===== src/rtl/mem_line_master_if.sv =====
// Wait-state memory port bundle: request, address and data out from the master,
// read data and ready/beat-valid back from the memory.
interface mem_line_master_if #(
  parameter int DATA_W = 32,
  parameter int ADDR_W = 16
);
  logic              MEnable;
  logic              MRead;
  logic              MWrite;
  logic [ADDR_W-1:0] MAddress;
  logic [DATA_W-1:0] MWriteData;
  logic [DATA_W-1:0] MReadData;
  logic              MReady;

  modport master (
    output MEnable, MRead, MWrite, MAddress, MWriteData,
    input  MReadData, MReady
  );

  modport slave (
    input  MEnable, MRead, MWrite, MAddress, MWriteData,
    output MReadData, MReady
  );
endinterface


===== src/rtl/mem_line_master.sv =====
// Memory-port initiator: CPU reads become aligned line-fill bursts, writes become single stores.
// Optional RD_WAIT timeout with sticky err flag when MEM_MASTER_TIMEOUT_EN is defined.
module mem_line_master #(
  parameter int DATA_W     = 32,
  parameter int ADDR_W     = 16,
  parameter int BURST_LEN  = 16,
  parameter int WAIT_STATE = 2,
  parameter int TIMEOUT    = 64
) (
  input  logic                         clk,
  input  logic                         rst,
  input  logic                         cpu_read_i,
  input  logic                         cpu_write_i,
  input  logic [31:0]                  cpu_addr_i,
  input  logic [DATA_W-1:0]            cpu_wdata_i,
  output logic                         cpu_busy_o,
  output logic                         cpu_done_o,
  output logic                         line_wr_en_o,
  output logic [$clog2(BURST_LEN)-1:0] line_wr_idx_o,
  output logic [DATA_W-1:0]            line_wr_data_o,
  output logic                         err_o,
  mem_line_master_if.master            mem
);

  localparam int IDX_W = $clog2(BURST_LEN);
  localparam int CNT_W = $clog2(TIMEOUT + WAIT_STATE + 2);
  localparam logic [ADDR_W-1:0] LINE_MASK = ~ADDR_W'(BURST_LEN * 4 - 1);

  typedef enum logic [2:0] {IDLE, RD_REQ, RD_WAIT, RD_BURST, WR_REQ, WR_GAP, DONE} state_t;

  state_t             state_q, state_d;
  logic [IDX_W-1:0]   idx_q, idx_d;
  logic [CNT_W-1:0]   cnt_q, cnt_d;
  logic               seen_low_q, seen_low_d;
  logic               wr_en_q, wr_en_d;
  logic [DATA_W-1:0]  rdata_q, rdata_d;
  logic [ADDR_W-1:0]  addr_q;
  logic [DATA_W-1:0]  wdata_q;
  logic               accept;
  logic               unused_addr_hi;

  assign unused_addr_hi = ^cpu_addr_i;

`ifdef MEM_MASTER_TIMEOUT_EN
  logic tmo_hit;
  logic err_q;
`endif

  always_comb begin
    state_d    = state_q;
    idx_d      = idx_q;
    cnt_d      = cnt_q;
    seen_low_d = seen_low_q;
    wr_en_d    = 1'b0;
    rdata_d    = rdata_q;
    accept     = 1'b0;
`ifdef MEM_MASTER_TIMEOUT_EN
    tmo_hit    = 1'b0;
`endif
    case (state_q)
      IDLE: begin
        idx_d = '0;
        if (mem.MReady && cpu_read_i) begin
          accept  = 1'b1;
          state_d = RD_REQ;
        end else if (mem.MReady && cpu_write_i) begin
          accept  = 1'b1;
          state_d = WR_REQ;
        end
      end
      RD_REQ: begin
        seen_low_d = 1'b0;
        cnt_d      = '0;
        state_d    = RD_WAIT;
      end
      RD_WAIT: begin
        // Beat 0 is the first ready cycle after memory has dropped MReady.
        if (!mem.MReady) begin
          seen_low_d = 1'b1;
        end else if (seen_low_q) begin
          rdata_d = mem.MReadData;
          wr_en_d = 1'b1;
          idx_d   = '0;
          state_d = RD_BURST;
        end
`ifdef MEM_MASTER_TIMEOUT_EN
        cnt_d = cnt_q + CNT_W'(1);
        if (state_d == RD_WAIT && cnt_q == CNT_W'(TIMEOUT - 1)) begin
          tmo_hit = 1'b1;
          state_d = DONE;
        end
`endif
      end
      RD_BURST: begin
        rdata_d = mem.MReadData;
        wr_en_d = 1'b1;
        idx_d   = idx_q + IDX_W'(1);
        if (idx_q == IDX_W'(BURST_LEN - 2)) state_d = DONE;
      end
      WR_REQ: begin
        cnt_d   = '0;
        state_d = WR_GAP;
      end
      WR_GAP: begin
        if (cnt_q == CNT_W'(WAIT_STATE)) state_d = DONE;
        else                             cnt_d   = cnt_q + CNT_W'(1);
      end
      DONE:    state_d = IDLE;
      default: state_d = IDLE;
    endcase
  end

  always_ff @(posedge clk or posedge rst) begin
    if (rst) begin
      state_q    <= IDLE;
      idx_q      <= '0;
      cnt_q      <= '0;
      seen_low_q <= 1'b0;
      wr_en_q    <= 1'b0;
      rdata_q    <= '0;
    end else begin
      state_q    <= state_d;
      idx_q      <= idx_d;
      cnt_q      <= cnt_d;
      seen_low_q <= seen_low_d;
      wr_en_q    <= wr_en_d;
      rdata_q    <= rdata_d;
    end
  end

  // Request payload is only driven while a request state gates it, so it needs no reset.
  always_ff @(posedge clk) begin
    if (accept) begin
      addr_q  <= cpu_addr_i[ADDR_W-1:0];
      wdata_q <= cpu_wdata_i;
    end
  end

`ifdef MEM_MASTER_TIMEOUT_EN
  always_ff @(posedge clk or posedge rst) begin
    if (rst) err_q <= 1'b0;
    else     err_q <= err_q | tmo_hit;
  end
  assign err_o = err_q;
`else
  assign err_o = 1'b0;
`endif

  assign cpu_busy_o     = (state_q != IDLE);
  assign cpu_done_o     = (state_q == DONE);
  assign line_wr_en_o   = wr_en_q;
  assign line_wr_idx_o  = idx_q;
  assign line_wr_data_o = rdata_q;

  assign mem.MEnable    = (state_q == RD_REQ) || (state_q == WR_REQ);
  assign mem.MRead      = (state_q == RD_REQ);
  assign mem.MWrite     = (state_q == WR_REQ);
  assign mem.MAddress   = (state_q == RD_REQ) ? (addr_q & LINE_MASK) :
                          (state_q == WR_REQ) ? {addr_q[ADDR_W-1:2], 2'b00} : '0;
  assign mem.MWriteData = (state_q == WR_REQ) ? wdata_q : '0;

endmodule


===== src/flat_wrapper.sv =====
// flat-port wrapper written by rule: the top's interface ports become plain ports
module mem_line_master_flat 
#(
  parameter int DATA_W     = 32,
  parameter int ADDR_W     = 16,
  parameter int BURST_LEN  = 16,
  parameter int WAIT_STATE = 2,
  parameter int TIMEOUT    = 64
)
  (clk, rst, cpu_read_i, cpu_write_i, cpu_addr_i, cpu_wdata_i, cpu_busy_o, cpu_done_o, line_wr_en_o, line_wr_idx_o, line_wr_data_o, err_o, mem_MEnable, mem_MRead, mem_MWrite, mem_MAddress, mem_MWriteData, mem_MReadData, mem_MReady);
  mem_line_master_if #(.DATA_W(DATA_W), .ADDR_W(ADDR_W)) mem_i ();
  input  logic clk;
  input  logic rst;
  input  logic cpu_read_i;
  input  logic cpu_write_i;
  input  logic [31:0] cpu_addr_i;
  input  logic [DATA_W-1:0] cpu_wdata_i;
  output logic cpu_busy_o;
  output logic cpu_done_o;
  output logic line_wr_en_o;
  output logic [$clog2(BURST_LEN)-1:0] line_wr_idx_o;
  output logic [DATA_W-1:0] line_wr_data_o;
  output logic err_o;
  output wire logic [$bits(mem_i.MEnable)-1:0] mem_MEnable;
  output wire logic [$bits(mem_i.MRead)-1:0] mem_MRead;
  output wire logic [$bits(mem_i.MWrite)-1:0] mem_MWrite;
  output wire logic [$bits(mem_i.MAddress)-1:0] mem_MAddress;
  output wire logic [$bits(mem_i.MWriteData)-1:0] mem_MWriteData;
  input wire logic [$bits(mem_i.MReadData)-1:0] mem_MReadData;
  input wire logic [$bits(mem_i.MReady)-1:0] mem_MReady;
  assign mem_MEnable = mem_i.MEnable;
  assign mem_MRead = mem_i.MRead;
  assign mem_MWrite = mem_i.MWrite;
  assign mem_MAddress = mem_i.MAddress;
  assign mem_MWriteData = mem_i.MWriteData;
  assign mem_i.MReadData = mem_MReadData;
  assign mem_i.MReady = mem_MReady;
  mem_line_master #(.DATA_W(DATA_W), .ADDR_W(ADDR_W), .BURST_LEN(BURST_LEN), .WAIT_STATE(WAIT_STATE), .TIMEOUT(TIMEOUT)) u_core (.clk(clk), .rst(rst), .cpu_read_i(cpu_read_i), .cpu_write_i(cpu_write_i), .cpu_addr_i(cpu_addr_i), .cpu_wdata_i(cpu_wdata_i), .cpu_busy_o(cpu_busy_o), .cpu_done_o(cpu_done_o), .line_wr_en_o(line_wr_en_o), .line_wr_idx_o(line_wr_idx_o), .line_wr_data_o(line_wr_data_o), .err_o(err_o), .mem(mem_i));
endmodule

===== config.mk =====
export PLATFORM = sky130hd
export DESIGN_NAME = mem_line_master_flat
export DESIGN_NICKNAME = d
export VERILOG_FILES = /design/src/rtl/mem_line_master_if.sv /design/src/rtl/mem_line_master.sv /design/src/flat_wrapper.sv
export SDC_FILE = /design/constraint.sdc
export NUM_CORES = 1
export LEC_CHECK = 0
export CAP_MARGIN = 5
export CORE_UTILIZATION = 36
export DETAILED_ROUTE_END_ITERATION = 12
export HOLD_SLACK_MARGIN = 0.1
export PLACE_DENSITY = 0.84
export SYNTH_ARGS = -nofsm -noshare
export SYNTH_HDL_FRONTEND = slang
export SYNTH_SLANG_ARGS = --single-unit

===== constraint.sdc =====
create_clock -name clk -period 3.2 [get_ports clk]
set_input_delay 0.64 -clock clk [delete_from_list [all_inputs] [get_ports clk]]
set_output_delay 0.64 -clock clk [all_outputs]
set_load 0.01 [all_outputs]

; ---- After elaboration in Yosys (flattened, before gate mapping)
; Index checks and enable logic that the tools add are counted.
[classes]
n_div = 0
shift = 0
addsub = 2
n_lt_le_gt_ge = 0
bitwise_logic = 0
muxes = 26
multipliers = 0
reduce_logical = 15
n_eq_ne = 15
[ops]
columns = cell, n
row1 = $mux 32, 3
row2 = $pmux 32 s2, 1
row3 = $mux 16, 2
row4 = $mux 3, 6
row5 = $pmux 3 s6, 1
row6 = $pmux 7 s2, 1
row7 = $pmux 4 s3, 1
row8 = $eq 3x3->1 const B, 3
row9 = $mux 4, 2
row10 = $add 7x1->7 const B, 1
row11 = $eq 7x2->1 const B, 1
row12 = $mux 7, 1
row13 = $eq 3x2->1 const B, 2
row14 = $mux 1, 6
row15 = $ne 2x1->1 const B, 3
row16 = $ne 2x2->1 const B, 3
row17 = $reduce_and 3->1, 2
row18 = $reduce_bool 2->1, 3
row19 = $reduce_bool 3->1, 2
row20 = $reduce_and 5->1, 1
row21 = $add 4x1->4 const B, 1
row22 = $eq 4x4->1 const B, 1
row23 = $pmux 1 s2, 2
row24 = $reduce_and 2->1, 2
row25 = other kinds (6), 7
[word_totals]
reg_bits = 96
elab_cells = 66
out_inout_bits = 91
latchBits = 0
n_memories = 0
romBits = 0
mem_bits_rw = 0

; ---- Logic depth before layout (Yosys ltp)
[logic_depth]
depth_word = 4
mapped_depth = 7

; ---- Worst setup path before layout
; OpenSTA, ideal clock, no wires.
[synth_timing]
kind = register to register
from = reg u_core.state_q[2]
to = reg u_core.addr_q[10], enable pin
arrival_time_ps = 2947
period_less_slack_ps = 3396
setup_ps = 449
n_path_buf = 1
required_time_ps = 2751
setup_slack_ps = -196
stages_incl_launch_ff = 4
path_cell_list = dfrtp_1 clkbuf_1 or3_1 nor2_1
[synth_via]
elab_chain_cells = 2
[synth_lines]
columns = element, line
row1 = from (decl), mem_line_master.sv:31  ; state_t state_q, state_d;
row2 = from (signal assigned), mem_line_master.sv:122  ; state_q <= state_d;
row3 = $logic_not 3->1, mem_line_master.sv:60  ; case (state_q)
row4 = $mux 1, mem_line_master.sv:60
row5 = net u_core.accept, mem_line_master.sv:39  ; logic accept;
row6 = to (signal assigned), mem_line_master.sv:134  ; addr_q <= cpu_addr_i[ADDR_W-1:0];
row7 = to (decl), mem_line_master.sv:37  ; logic [ADDR_W-1:0] addr_q;
; The timed path passes the listed nets, and every way through them passes these cells.
; A chain may end at the register's enable or synchronous reset.

; ---- Final worst setup path
[layout_timing]
from = reg u_core.state_q[0]
to = out mem_MAddress[12]
[layout_via]
elab_chain_cells = 3
[layout_lines]
columns = element, line
row1 = $eq 3x3->1, mem_line_master.sv:159  ; (state_q == WR_REQ) ? {addr_q[ADDR_W-1:2], 2'b00} : '0;
row2 = $mux 16, mem_line_master.sv:159
row3 = $mux 16 *, mem_line_master.sv:158  ; assign mem.MAddress = (state_q == RD_REQ) ? (addr_q & LINE_MASK) :
row4 = to (decl), flat_wrapper.sv:27  ; output wire logic [$bits(mem_i.MAddress)-1:0] mem_MAddress;
; Every way passes the cells marked *; elsewhere a longest branch is shown, timed or not.

==> reports/qor.yml <==
root_buffer: "clkbuf_8"
htree_levels: 3
synth_top_area_cell: "edfxtp_1"
finalPower_mw: 3.401
start_kind: "register"
period_share_pct: 86.26
die-area_mm2: 0.01114
postRouteAntennaNets: 0
grt_max_degree: 49
cts_hold_buf: 0
nets: 555
clk_latency_ns: 0.35
cts_made_buffers: 9
dr.pass1.iters: 4
critPathRequiredTime_ns: 2.56
start_util_pct: 37.21
cts_num_sinks: 94
dp_hpwl_mm: 6.529
antenna_cells: 0
slew_viol_final: 0
synth_seq_cells: 94
netlist_instances: 278
die_width_um: 105.5
port_buffers: 170
tritoncts: "done"
grt_overflow: 0
final.setup.tns_ns: 0
fp.dieH_um: 105.5
setup_viol: 0
place_congestion: 0.7609
rsz0062_at_grt: "false"
synth_ff_type: "dfrtp_1"
comb_power_share_pct: 31.1
cp_num_buf_inv: 2
finalHoldViolCount: 0
ios: 192
core-area_mm2: 0.01037
end_kind: "output pin"
cp_cell_sequence: "nor3b_1, nor2_1, buf_4, nor2b_1, clkdlybuf4s50_1"
drt_iter0_drc: 83
wl_per_cell_um: 15.11
p_int_mw: 2.433
area_growth_syn_to_layout_pct: 52.66
max_freq_ghz: 0.3623
synthArstFlopShare_pct: 51.06
grt_pass1_vias: 2903
pwr-share-seq_pct: 46.4
min_path_type: "register to register"
synth_most_common_cell: "dfrtp_1"
syn_area_mm2: 0.003859
critical_path_peak_fanout: 13
grt_use_total_pct: 16.60
ys_seq_area_share_pct: 66.93
min_period_ns: 2.760
wirelength_mm: 8.932
slowest_delay_ns: 0.57
p_clk_share_pct: 22.5
vias_per_cell: 4.714
vias: 2786
power_leakage_nw: 2.235
worst_pin_slew_ns: 0.9880
cts_resized: 0
cts_buffer_depth: 2
status: "finished clean"
layout-drive-gt1-share_pct: 14.29
yosysWarnings: 0
synth_commonest_cells: "48 x dfrtp_1, 46 x edfxtp_1, 37 x and2_1"
drc: 0
synthTopCellsByArea: "edfxtp_1 36%, dfrtp_1 31%, mux2_2 9.3%"
synth_edf_count: 46
grt_pass1_wl_mm: 14.35
maxSlewHeadroom_pct: 34.04
p_per_area_mw_per_mm2: 577.4
crit_type: "register to output pin"
p_sw_uw: 968.3
cap_viol_max_count: 0
fin_skew_ns: 0.01309
post_cts_buffers: 0
rows: 37
syn_avg_cell_area_um2: 13.88
cp_top_family: "buffers and inverters"
irDropWorstVdd_uv: 357.0
synth_cell_types: 41
cts.reportedPaths.clkPinSlew_ns: 0.09
crit_slowest_cell: "clkdlybuf4s50_1"
synth_top_area_share_pct: 35.80
cp_data_arrival_time_ns: 2.12
sw_frac_of_total_pct: 28.47
antenna_found_initial: 0
==> metal layers <==
metal  track usage [%]  routed length, um  up-vias
li1                  -                  -     1309
met4             6.647                225        0
met3             5.380                524       18
met2             29.04               4765       87
met5                 0                  0        -
met1             18.68               3417     1372
==> power by group through the flow <==
stage | registers [mW] | logic (mW) | clock network (mW)
6_report | 1.58 | 1.06 | 0.764
3_5_place_dp | 1.60 | 1.06 | 0
3_3_place_gp | 1.59 | 1.03 | 0
5_1_grt | 1.61 | 1.15 | 0.833
2_1_floorplan | 1.65 | 0.464 | 0
4_1_cts | 1.58 | 1.07 | 0.792
==> stage by stage <==
step | hold slack, ns | instance area (um2) | cells | setup slack, ns | utilization [%]
after floorplan | 0.4707 | 3869 | 280 | 0.5650 | -
final | 0.5081 | 5891 | 591 | 0.4398 | 56.81
after global placement | 0.4896 | 5702 | 575 | 0.6587 | 54.98
after CTS | 0.5161 | 5891 | 591 | 0.3732 | 56.81
after detailed placement | 0.4946 | 5702 | 575 | 0.6129 | 54.98
after global routing | 0.5289 | 5891 | 591 | 0.2350 | 56.81
==> cells by family after synthesis <==
family,after synthesis,synth area share [%]
AO/OA/AOI/OAI,32,5.286
XOR/XNOR,1,0.2270
adder cells (fa/ha/maj),4,1.297
buffers and inverters,26,3.307
flip-flops,94,66.93
multiplexers,32,9.339
other,1,0.09718
AND/OR/NAND/NOR,88,13.52
==> layout make-up <==
class / count / area, um2
clock buffer: 10 / 127.6
clock inverter: 6 / 61.31
fill: 907 / 4479
inverter: 9 / 33.78
multi-input combinational: 160 / 1169
sequential: 94 / 2582
tap: 136 / 170.2
timing repair buffer: 176 / 1747
==> final timing paths <==
kind,start,end,slack (ns),depth (start not counted)
min in group asynchronous,rst,u_core.line_wr_data_o[18],0.83,2
worst max register to register,u_core.state_q[0],u_core.wdata_q[0],1.14,4
worst max-delay path,u_core.state_q[0],mem_MAddress[12],0.44,5
max in group asynchronous,rst,u_core.line_wr_data_o[9],1.74,2
worst min-delay path,u_core.line_wr_data_o[2],u_core.line_wr_data_o[2],0.51,1
worst min register to register,u_core.line_wr_data_o[2],u_core.line_wr_data_o[2],0.51,1
==> sequential cells by signal (all words and copies together), names as in the netlist <==
name / count
u_core.line_wr_data_o: 32
u_core.wdata_q: 32
u_core.addr_q: 14
u_core.cnt_q: 7
u_core.line_wr_idx_o: 4
u_core.state_q: 3
u_core.line_wr_en_o: 1
u_core.seen_low_q: 1
==> layout by cell type (no fill, tap or decap), drive strengths merged, types with 5 or more instances in the layout <==
master | synthesis | routed
clkbuf | 6 | 10
and2 | 37 | 37
dfrtp | 48 | 48
edfxtp | 46 | 46
nand2 | 5 | 5
nor2 | 11 | 11
nor2b | 10 | 10
buf | 11 | 6
mux2 | 32 | 32
clkdlybuf4s50 | 0 | 170
inv | 9 | 10
nand3 | 9 | 9
o21ai | 13 | 13
a21oi | 7 | 7
Note: power is estimated with default switching activity, not from simulation.
